==> src/rtl/target_sync_ctrl.sv <==
// Copies the main-network weight memory into the target-network weight RAM,
// one word per READ/WAIT/WRITE pass, addresses 0..DEPTH-1, once per sync_start.
module target_sync_ctrl #(
  parameter int unsigned DATA_WIDTH = 32,
  parameter int unsigned ADDR_BITS  = 5,
  parameter int unsigned DEPTH      = 32
) (
  input  logic                  clk,
  input  logic                  rst_n,
  input  logic                  sync_start,
  output logic                  sync_busy,
  output logic                  sync_done,
  output logic                  src_en,
  output logic [ADDR_BITS-1:0]  src_addr,
  input  logic [DATA_WIDTH-1:0] src_data,
  output logic                  dst_en,
  output logic                  dst_we,
  output logic [ADDR_BITS-1:0]  dst_addr,
  output logic [DATA_WIDTH-1:0] dst_data,
  input  logic                  dst_ready
);

  typedef enum logic [2:0] {
    S_IDLE,
    S_READ,
    S_WAIT,
    S_WRITE,
    S_DONE
  } state_t;

  // Terminal index; DEPTH == 2**ADDR_BITS lands on the all-ones address.
  localparam logic [ADDR_BITS-1:0] LAST_IDX = ADDR_BITS'(DEPTH - 1);

  state_t                r_state;
  logic [ADDR_BITS-1:0]  r_idx;
  logic                  r_busy;
  logic                  r_done;
  logic                  r_src_en;
  logic [ADDR_BITS-1:0]  r_src_addr;
  logic                  r_dst_en;
  logic [ADDR_BITS-1:0]  r_dst_addr;
  logic [DATA_WIDTH-1:0] r_dst_data;

  logic [ADDR_BITS-1:0]  w_idx_next;
  logic                  w_last;

  assign w_idx_next = r_idx + ADDR_BITS'(1);
  assign w_last     = (r_idx == LAST_IDX);

  // Outputs are registered alongside the state so each reflects the state it belongs to.
  always_ff @(posedge clk or negedge rst_n) begin
    if (!rst_n) begin
      r_state    <= S_IDLE;
      r_idx      <= '0;
      r_busy     <= 1'b0;
      r_done     <= 1'b0;
      r_src_en   <= 1'b0;
      r_src_addr <= '0;
      r_dst_en   <= 1'b0;
      r_dst_addr <= '0;
      r_dst_data <= '0;
    end else begin
      case (r_state)
        S_IDLE: begin
          if (sync_start) begin
            r_idx      <= '0;
            r_state    <= S_READ;
            r_busy     <= 1'b1;
            r_src_en   <= 1'b1;
            r_src_addr <= '0;
          end
        end
        S_READ: begin
          r_src_en <= 1'b0;
          r_state  <= S_WAIT;
        end
        S_WAIT: begin
          r_dst_data <= src_data;
          r_dst_en   <= 1'b1;
          r_dst_addr <= r_idx;
          r_state    <= S_WRITE;
        end
        S_WRITE: begin
          // Everything on the destination side holds until the RAM accepts.
          if (dst_ready) begin
            r_dst_en <= 1'b0;
            if (w_last) begin
              r_done  <= 1'b1;
              r_state <= S_DONE;
            end else begin
              r_idx      <= w_idx_next;
              r_src_en   <= 1'b1;
              r_src_addr <= w_idx_next;
              r_state    <= S_READ;
            end
          end
        end
        S_DONE: begin
          r_done  <= 1'b0;
          r_busy  <= 1'b0;
          r_state <= S_IDLE;
        end
        default: begin
          r_done   <= 1'b0;
          r_busy   <= 1'b0;
          r_src_en <= 1'b0;
          r_dst_en <= 1'b0;
          r_state  <= S_IDLE;
        end
      endcase
    end
  end

  assign sync_busy = r_busy;
  assign sync_done = r_done;
  assign src_en    = r_src_en;
  assign src_addr  = r_src_addr;
  assign dst_en    = r_dst_en;
  assign dst_we    = r_dst_en;
  assign dst_addr  = r_dst_addr;
  assign dst_data  = r_dst_data;

endmodule

==> config.mk <==
export PLATFORM = sky130hd
export DESIGN_NAME = target_sync_ctrl
export DESIGN_NICKNAME = d
export VERILOG_FILES = /design/src/rtl/target_sync_ctrl.sv
export SDC_FILE = /design/constraint.sdc
export NUM_CORES = 1
export LEC_CHECK = 0
export CORE_MARGIN = 2
export CORE_UTILIZATION = 44
export CTS_BUF_LIST = sky130_fd_sc_hd__clkbuf_4
export DETAILED_ROUTE_END_ITERATION = 10
export PLACE_DENSITY = 0.88
export SYNTH_ARGS = -nofsm -noshare
export SYNTH_HDL_FRONTEND = slang
export SYNTH_SLANG_ARGS = --single-unit
==> constraint.sdc <==
create_clock -name clk -period 2.4 [get_ports clk]
set_input_delay 0.48 -clock clk [delete_from_list [all_inputs] [get_ports clk]]
set_output_delay 0.48 -clock clk [all_outputs]
set_load 0.1 [all_outputs]
# ---- Word level (Yosys, flattened, before mapping)
# Cells that the tools add are included.
dict set report totals {
  regBits 49
  in_bits 36
  output_inout_bits 47
  word_cells 52
}
dict set report classes {
  add_sub_neg 1
  n_eq_ne 9
  n_mux 18
  n_bitwise 4
  reduce_logical 12
}
# op count
set ops {}
lappend ops {{two-way mux 5 bit} 3}
lappend ops {{one-hot mux 3 bit (4 select lines)} 1}
lappend ops {{one-hot mux 5 bit (2 select lines)} 1}
lappend ops {{two-way mux 3 bit} 3}
lappend ops {{OR reduction 3 bit} 3}
lappend ops {{inequality test 2 bit (second input constant)} 4}
lappend ops {{AND reduction 4 bit} 2}
lappend ops {{== test 3 x 2 -> 1 bit (second input constant)} 2}
lappend ops {{two-way mux 1 bit} 6}
lappend ops {{one-hot mux 1 bit (3 select lines)} 2}
lappend ops {{AND reduction 2 bit} 3}
lappend ops {{adder 5 x 1 -> 5 bit (second input constant)} 1}
lappend ops {{== test 5 bit (second input constant)} 1}
lappend ops {{inverter 1 bit} 4}
lappend ops {{one-hot mux 1 bit (2 select lines)} 2}
lappend ops {{== test 3 x 1 -> 1 bit (second input constant)} 1}
lappend ops {{== test 3 bit (second input constant)} 1}
lappend ops {{zero test 3 bit} 1}
lappend ops {{AND reduction 3 bit} 1}
lappend ops {{nonzero test 2 bit} 1}
lappend ops {{OR reduction 2 bit} 1}

# ---- Depth between registers and ports, before layout
dict set report logic_depth {
  depth_word 4
  ltp_mapped 6
  ltp_nobuf 6
}

# ---- Worst setup path after synthesis
# Ideal clock, no wire load.
dict set report synth_path {
  path_type {register to register}
  from {register src_addr[0] (netlist name)}
  to {register r_src_addr[2] (netlist: src_addr[2])}
  setup_time_ns 0.126
  t_arrival_ns 2.287
  t_required_ns 2.274
  setup_slack_ns -0.013
  stages_incl_launch_ff 7
  n_path_buf 0
  period_less_slack_ns 2.413
  path_cell_list {dfrtp_1 ha_1 and3_1 ha_1 nand4b_1 a21o_1 a221o_1}
}
# item line_no
set synth_rtl {}
lappend synth_rtl {{end signal: assignment} 93} ;# r_src_addr <= w_idx_next;
lappend synth_rtl {{end: declaration} 39} ;# logic [ADDR_BITS-1:0] r_src_addr;

==> results.md <==
* Status: finished clean
* Initial DRC Count at 28
* Area grow syn2layout at 40.1%
* WP data required at around 2700 ps
* Synth top area cells: dfrtp_1, mux2_2, ha_1
* Die X at ~71 µm
* Distinct cell type count after synthesis at 26
* Post-synthesis instance total at approximately 140
* Post-synth top cells: dfrtp_1, mux2_2, a21oi_1, buf_4, o21ai_0
* M3 GR Usage at approximately 6.8%
* Critical R2R Launch: src_addr[0]
* Worst Tran Pin Value at around 470 ps
* DP HPWL at 3070 µm
* Rows at 24
* Pins Over Slew Limit at 0
* # diodes at 0
* CTS max path bufs at 2
* Grt peak-use layer: met2
* Vias in the first global route at around 1500
* Clock-pin slew on the worst setup and hold paths at between 100 and 150 ps
* CTS Root Cell: clkbuf_4
* Core area at 0.00435 mm²
* End-of-flow core utilization at 64.1%
* Worst skew pair latency at roughly 350 ps
* FF-to-FF path depth at 6
* TritonCTS clock tree: yes
* Seq/Total Area, Yosys at between 60% and 70%
* FF/Latch Area at around 0.0012 mm²
* Total Wirelength at 4080 µm
* Post-DR vias/cell at 5.11
* R2R Path End: src_addr[2]
* DR DRC count at 0
* Layout cell share with drive strength beyond 1 at between 40% and 50%
* GR Util met2 at between 30% and 40%
* M1 GR Usage at between 10% and 20%
* Largest net degree at the start of global routing at 30
* Type of origin of the critical path: flip-flop
* Worst Path Arrival at ~2300 ps
* Count of final setup violators at 0
* Critical setup path kind: reg2reg
* Hold slack at 65.5 ps
* Total GRT Usage at between 10% and 20%
* CP max stage cell: dfrtp_2
* Max_cap viols at 0
* Via Count at 1400
* Setup Buffers After CTS at 0
* Syn_nets at ~180
* Initial Utilization at a little under half
* Die Span Y at 71.3 µm
* Post-route ant nets at 0
* Post-synth EDFFs at 0
* Die area at between 0.005 and 0.006 mm²
* # hold bufs at CTS at 0
* Min-Delay Path Class: in2async
* Flops & latches, synth at 49
* GR Overflow Total at 0
* Synth Cell Area at between 0.0015 and 0.002 mm²
* First-pass detailed-route iteration total at 2
* R2R Setup Slk at around 340 ps
* Final Cycle Share at between 80% and 90%
* TritonCTS buffer count at 5
* Critical Path Sink Type: flip-flop
* Post-layout nets at between 200 and 300
* RSZ-0062 raised after global routing: false
* Routability cong. at about 0.8
* Port bufs at slightly above 80
* Initial antenna violation count at 0
* Multi-input logic area at a little over 700 µm²
* Slowest cell delay on critical path at 460 ps
* Clock Skews at just under 9 ps
* First-pass GRT wire length at 6730 µm
* Max-slew headroom at slightly below 70%
* I/O pin cnt at slightly above 80
* Most frequent cell after synthesis: dfrtp_1
* Fillers at 362
* DR WL/cell at 14.9 µm
* Final worst path period need at 2060 ps
* Setup_tns at 0 ps
* Resize count post-CTS at 0
* Most used cell, CP: ha_1
* Max Freq at between 400 and 500 MHz
* Share of the synthesized area in the top cell type at slightly above 60%
* Dominant cell type by area after synthesis: dfrtp_1
* CP cell instances: ha_1 > and3_1 > ha_1 > nand4b_1 > a21o_1 > a221o_1
* Post-synthesis area per instance at ~15 µm²
* Async SR Flop Fraction at 100%
* Max Fanout on Critical Path at 6
* Sink Count at 49
* Final Hold Fails at 0
* H-tree depth at 2
* Ys flop type: dfrtp_1
* Yosys warning count at 0
==> cells by family (layout without fill, tap and decap cells) <==
family                   Yosys count  in the layout  share of synthesized area [%]
flip-flops                        49             49                           61.5
multiplexers                      39             39                           22.0
AND/OR/NAND/NOR                   23             23                           6.97
AO/OA/AOI/OAI                     13             13                           4.21
buffers and inverters              9             94                           2.95
adder cells (fa/ha/maj)            3              3                           1.88
XOR/XNOR                           1              1                          0.440
==> layout by cell type, fill, tap and decap left out, types with 4 or more instances in the layout <==
master and n:
clkdlybuf4s50_1 34, mux2_2 39, dfrtp_1 47, buf_4 49, clkbuf_4 6, a21oi_1 4, o21ai_0 4
==> state kept, by name, summed over array words and instances (netlist names) <==
register   cells
sync_done      1
dst_en         1
src_en         1
dst_data      32
src_addr       5
sync_busy      1
r_state        3
dst_addr       5
==> stage by stage <==
stage	setup slack [ps]	std cells	area, µm²
6_report	340	274	2790
5_1_grt	248	274	2790
4_1_cts	330	274	2790
3_5_place_dp	306	267	2740
3_3_place_gp	339	267	2740
2_1_floorplan	151	137	2000
==> area by class of cell <==
| type | count | area share, % |
|---|---|---|
| clock buffers | 6 | 1.61 |
| repair buffers | 85 | 26.3 |
| flip-flops and latches | 49 | 44.0 |
| clock inverters | 1 | 0.134 |
| inverters | 2 | 0.269 |
| multi-input cells | 79 | 25.4 |
| well taps | 52 | 2.33 |
==> critical path, delay by kind of cell, from the launching register on <==
kind	cells	cell delay [ps]
adder cells (fa/ha/maj)	2	450
AND/OR/NAND/NOR	2	390
AO/OA/AOI/OAI	2	660
flip-flops	1	460
==> per-layer routing <==
metal	vias up	part of all wire, %
li1	655	-
met1	676	42
met2	63	48
met3	6	9.4
met4	0	1.3
met5	-	0
==> how the worst max path moves through the flow <==
| stage | from | end | slack (ps) |
|---|---|---|---|
| 6_report | src_addr[0] | src_addr[2] | 340 |
| 5_1_grt | src_addr[0] | src_addr[2] | 250 |
| 4_1_cts | src_addr[0] | src_addr[2] | 330 |
| 3_5_place_dp | sync_start | src_addr[2] | 310 |
| 3_3_place_gp | sync_start | src_addr[2] | 340 |
| 2_1_floorplan | src_addr[2] | src_addr[4] | 150 |
Power is not shown: default switching activity piles up to over one toggle a cycle in this logic, so the estimate is an artifact.
